--- config.mk ---
export PLATFORM = sky130hd
export DESIGN_NAME = pipe_ctrl
export DESIGN_NICKNAME = d
export VERILOG_FILES = /design/src/rtl/pipe_ctrl_pkg.sv /design/src/rtl/pipe_ctrl_stall_watchdog.sv /design/src/rtl/pipe_ctrl.sv
export SDC_FILE = /design/constraint.sdc
export NUM_CORES = 1
export LEC_CHECK = 0
export ABC_AREA = 1
export BUFFER_PORTS_ARGS = -buffer_cell sky130_fd_sc_hd__buf_2
export CORE_MARGIN = 3
export CORE_UTILIZATION = 30
export CTS_BUF_LIST = sky130_fd_sc_hd__clkbuf_16
export DETAILED_ROUTE_END_ITERATION = 6
export MAX_ROUTING_LAYER = met4
export PLACE_DENSITY_LB_ADDON = 0.25
export SLEW_MARGIN = 0
export SYNTH_ARGS = -nofsm -noshare
export SYNTH_HDL_FRONTEND = slang
export SYNTH_HIERARCHICAL = 1
export SYNTH_SLANG_ARGS = --single-unit
--- constraint.sdc ---
create_clock -name clk -period 4.3 [get_ports clk]
set_clock_uncertainty 0.05 [all_clocks]
set_input_delay 0.43 -clock clk [delete_from_list [all_inputs] [get_ports clk]]
set_output_delay 0.43 -clock clk [all_outputs]
set_load 0.01 [all_outputs]
--- src/rtl/pipe_ctrl_pkg.sv ---
// rtl/pipe_ctrl_pkg.sv - shared encodings for the pipeline stall/flush sequencer
package pipe_ctrl_pkg;

   localparam int STALL_PC  = 0;
   localparam int STALL_IF  = 1;
   localparam int STALL_ID  = 2;
   localparam int STALL_EX  = 3;
   localparam int STALL_MEM = 4;
   localparam int STALL_WB  = 5;

   localparam logic [5:0] StallNone = 6'b000000;
   localparam logic [5:0] StallId   = 6'b000111;
   localparam logic [5:0] StallEx   = 6'b001111;
   localparam logic [5:0] StallMem  = 6'b011111;

   localparam logic [31:0] ERET_CODE_DEF  = 32'h0000_000E;
   localparam logic [31:0] EXC_VECTOR_DEF = 32'h0000_0020;

   typedef enum logic [1:0] {
      ST_RUN     = 2'd0,
      ST_STALL   = 2'd1,
      ST_RECOVER = 2'd2
   } pipe_state_t;

   // Deepest requesting stage wins; the result is always a 0...01...1 thermometer.
   function automatic logic [5:0] stall_encode(input logic req_mem, input logic req_ex,
                                               input logic req_id, input logic id_mask);
      logic [5:0] vec;
      vec = StallNone;
      if (req_mem)
         vec = StallMem;
      else if (req_ex)
         vec = StallEx;
      else if (req_id && !id_mask)
         vec = StallId;
      return vec;
   endfunction

endpackage

--- src/rtl/pipe_ctrl_stall_watchdog.sv ---
// rtl/pipe_ctrl_stall_watchdog.sv - consecutive-stall counter with sticky timeout flag
module stall_watchdog #(
   parameter logic [15:0] TIMEOUT = 16'd1024
) (
   input  logic clk,
   input  logic rst,
   input  logic active,
   input  logic clear,
   output logic timeout
);

   logic [15:0] run_cnt;

   // Counter parks at TIMEOUT so a very long stall cannot wrap and re-arm.
   always_ff @(posedge clk or negedge rst) begin
      if (!rst) begin
         run_cnt <= '0;
         timeout <= 1'b0;
      end else if (clear) begin
         run_cnt <= '0;
         timeout <= 1'b0;
      end else if (active) begin
         if (run_cnt != TIMEOUT)
            run_cnt <= run_cnt + 16'd1;
         if (run_cnt == TIMEOUT - 16'd1)
            timeout <= 1'b1;
      end else begin
         run_cnt <= '0;
      end
   end

endmodule

--- src/rtl/pipe_ctrl.sv ---
// rtl/pipe_ctrl.sv - stall vector, flush strobe and redirect PC for the 5-stage pipeline
module pipe_ctrl
   import pipe_ctrl_pkg::*;
#(
   parameter logic [31:0] EXC_VECTOR    = EXC_VECTOR_DEF,
   parameter logic [15:0] STALL_TIMEOUT = 16'd1024,
   parameter logic [31:0] ERET_CODE     = ERET_CODE_DEF
) (
   input  logic        clk,
   input  logic        rst,
   input  logic        stallreq_id,
   input  logic        stallreq_ex,
   input  logic        stallreq_mem,
   input  logic        excp_req,
   input  logic [31:0] excp_type,
   input  logic [31:0] cp0_epc,
   output logic [5:0]  stall,
   output logic        flush,
   output logic [31:0] new_pc,
   output logic        stall_timeout,
   output logic [31:0] stall_cnt,
   output logic [15:0] flush_cnt
);

   pipe_state_t state;
   pipe_state_t next_state;

   // Outputs are gated by rst so an asserted reset forces them low without an edge.
   always_comb begin
      stall      = StallNone;
      flush      = 1'b0;
      new_pc     = '0;
      next_state = state;
      if (rst) begin
         if (excp_req) begin
            flush      = 1'b1;
            new_pc     = (excp_type == ERET_CODE) ? cp0_epc : EXC_VECTOR;
            next_state = ST_RECOVER;
         end else begin
            // ID's hazard compare used the EX stage that the last flush just cleared.
            stall      = stall_encode(stallreq_mem, stallreq_ex, stallreq_id,
                                      state == ST_RECOVER);
            next_state = (stall != StallNone) ? ST_STALL : ST_RUN;
         end
      end
   end

   always_ff @(posedge clk or negedge rst) begin
      if (!rst) begin
         state     <= ST_RUN;
         stall_cnt <= '0;
         flush_cnt <= '0;
      end else begin
         state <= next_state;
         if (stall[STALL_PC] && stall_cnt != 32'hFFFF_FFFF)
            stall_cnt <= stall_cnt + 32'd1;
         if (flush)
            flush_cnt <= flush_cnt + 16'd1;
      end
   end

   stall_watchdog #(
      .TIMEOUT(STALL_TIMEOUT)
   ) u_watchdog (
      .clk    (clk),
      .rst    (rst),
      .active (stall[STALL_PC]),
      .clear  (flush),
      .timeout(stall_timeout)
   );

endmodule

==> results_dict.tcl <==
set metrics [dict create \
    fp-row-count 44 \
    grt_use_total 0.170 \
    synth.most_common_cell "nand2_1" \
    synth_cells 718 \
    syn_area_per_cell_um2 6.38 \
    die_h_um 130 \
    grt-busiest-layer "met2" \
    critPathKind "input port to output port" \
    drive_above_1_share 0.220 \
    placement.io_buffers 156 \
    swShare 0.303 \
    status "finished, final reports clean" \
    wl_per_cell_um 12.5 \
    powerDensity_mw_per_mm2 291 \
    cts_setup_buffers 0 \
    ctsResizeCount 0 \
    cts_tree "built" \
    antenna_left 0 \
    final_core_util 0.392 \
    start_util 0.311 \
    diodes 0 \
    min_path_type "input port to async pin" \
    drtIter0Drc 213 \
    grt_start_max_net_pins 65 \
    ir_drop_mv 0.173 \
    clk_pin_slew_ns 0.06 \
    yosysTopAreaCell "dfrtp_1" \
    layout_min_cycle_time_ns 2.61 \
    ys_async_sr_fraction 1.00 \
    grt_pass1_vias 4560 \
    fin_tns_setup_ns 0 \
    met2_usage 0.279 \
    core_mm2 0.0148 \
    critPathArrivalTime_ns 2.13 \
    maxCapViolations 0 \
    power.total_mw 1.68 \
    critPathRequiredTime_ns 3.82 \
    rsz0062_at_grt "no" \
    cts.root.buffer_cell "clkbuf_16" \
    yosys-top-cells-count "303 x nand2_1, 143 x nor2_1, 68 x inv_1, 67 x dfrtp_1, 29 x nand3_1" \
    ys.warnings.count 6 \
    crit_path_end_kind "output port" \
    cell_internal_pwr_mw 1.17 \
    synth_cell_types 35 \
    p_clk_frac 0.394 \
    area_delta_synth_final_pct 26.2 \
    switchingPower_mw 0.509 \
    dieArea_mm2 0.0168 \
    viasPerCell 4.54 \
    finalSetupViolCount 0 \
    fmax_mhz 384 \
    use_met3 0.0346 \
    leakage_nw 3.07 \
    drc 0 \
    gp_congestion 0.870 \
    syn_area_mm2 0.00458 \
    ys_ff_latch 67 \
    vias 4829 \
    synth_edf_count 0 \
    num_io_pins 158 \
    ys_seq_area_frac 0.366 \
    dp_slack_ns 2.06 \
    worst_pin_slew_ns 0.851 \
    synth.net_count 792 \
    post-route-period-util 0.606 \
    routed_wirelength_mm 13.3 \
    ys.flop_type "dfrtp_1" \
    h-tree-depth 3 \
    place_hpwl_mm 10.5 \
    cp-start-kind "input port" \
    slew_headroom 0.433 \
    first_pass_iters 4 \
    synth_top_cell_area_share 0.366 \
    grt_pass1_wl_mm 21.8 \
    slew_viol_final 0 \
    cp_max_fo 31 \
    hold_violations 0 \
    cts_buffers 9 \
    synth_area_leaders "dfrtp_1 37%, nand2_1 25%, nor2_1 12%" \
    fin_ws_ns 1.69 \
    gr-usage-met1 0.207 \
    p_comb_frac 0.162 \
    nets 949 \
    pwr-share-seq 0.444 \
    antenna_found_initial 0 \
    grt.overflow.total 0 \
    die_w_um 130 \
    cts.sinks 67 \
    clk_latency_ns 0.34 \
    ctsLongestPathBuffers 2 \
]
[kinds of logic (layout without fill, tap and decap cells)]
family,Yosys count,count (layout),share of synthesized area
AOI/OAI and AO/OA,18,18,0.0235
xor gates and xnor gates,28,28,0.0535
adders and majority gates,4,4,0.0109
buffers and inverters,86,248,0.0819
DFF,67,67,0.366
other,1,1,0.000818
and+or+nand+nor,514,514,0.464
[routing by layer]
metal | share of wire | up-vias
li1 | - | 2496
met3 | 0.063 | 17
met1 | 0.44 | 2163
met5 | 0 | -
met4 | 0.019 | 0
met2 | 0.47 | 153
[area by class of cell]
class	instances	area [µm²]
well taps	184	230
multi-input cells	565	2530
flip-flops and latches	67	1680
repair buffers	160	816
fillers	1635	8970
clock buffers	9	225
clock inverters	7	36.3
inverters	72	270
[through the flow]
stage	instances	hold slack, ns	cell area, µm²
after floorplan	718	0.0844	4580
final	1064	0.405	5790
after global routing	1064	0.411	5790
after CTS	1064	0.389	5790
after global placement	1047	0.213	5510
after detailed placement	1047	0.215	5510
[worst paths after layout]
| check | startpoint | to | slack (ns) | cells after the start |
|---|---|---|---|---|
| worst min register to register | state[1]$_DFFE_PN0P_ | state[1]$_DFFE_PN0P_ | 0.43 | 2 |
| max in group asynchronous | rst | stall_cnt[25]$_DFFE_PN0P_ | 2.73 | 3 |
| worst max register to register | stall_cnt[1]$_DFFE_PN0P_ | stall_cnt[18]$_DFFE_PN0P_ | 2.36 | 10 |
| min in group clk | state[1]$_DFFE_PN0P_ | state[1]$_DFFE_PN0P_ | 0.43 | 2 |
| worst max-delay path | rst | new_pc[24] | 1.69 | 8 |
| worst min-delay path | rst | flush_cnt[2]$_DFFE_PN0P_ | 0.41 | 2 |
[state kept, by name, summed over array words and instances, names as in the netlist]
| signal | cells |
|---|---|
| state | 2 |
| stall_cnt | 32 |
| flush_cnt | 16 |
| u_watchdog/run_cnt | 16 |
| u_watchdog/timeout | 1 |
[power by group through the flow]
stage,registers (mW),clock network [mW],logic [mW]
6_report,0.746,0.662,0.273
5_1_grt,0.756,0.712,0.312
4_1_cts,0.748,0.688,0.279
3_5_place_dp,0.757,0,0.279
3_3_place_gp,0.759,0,0.276
2_1_floorplan,0.764,0,0.141
[worst max-delay path: stages]
cell           delay, ns
dlygate4sd3_1       0.53
buf_4               0.18
nand2_2             0.15
clkinv_1            0.15
buf_4               0.31
nand2_1             0.09
nor2_1              0.12
buf_2               0.14
[repair_timing]
item / in CTS / in global routing
setup endpoints to repair: 0 / 0
endpoints found under the hold margin: 4 / 0
hold buffers: 1 / 0
[layout by cell type, fill, tap and decap left out, drive strengths merged]
| master | n |
|---|---|
| xor2 | 18 |
| or2 | 1 |
| and2 | 2 |
| nor2 | 150 |
| o21ai | 10 |
| nand2 | 310 |
| nand3 | 31 |
| clkinvlp | 2 |
| nand4 | 9 |
| a21oi | 7 |
| xnor2 | 10 |
| clkbuf | 9 |
| inv | 71 |
| dlygate4sd3 | 1 |
| nand3b | 2 |
| o21bai | 1 |
| nor3b | 1 |
| ha | 4 |
| buf | 159 |
| clkinv | 6 |
| conb | 1 |
| nor3 | 8 |
| dfrtp | 67 |
(Power assumes the default switching activity.)
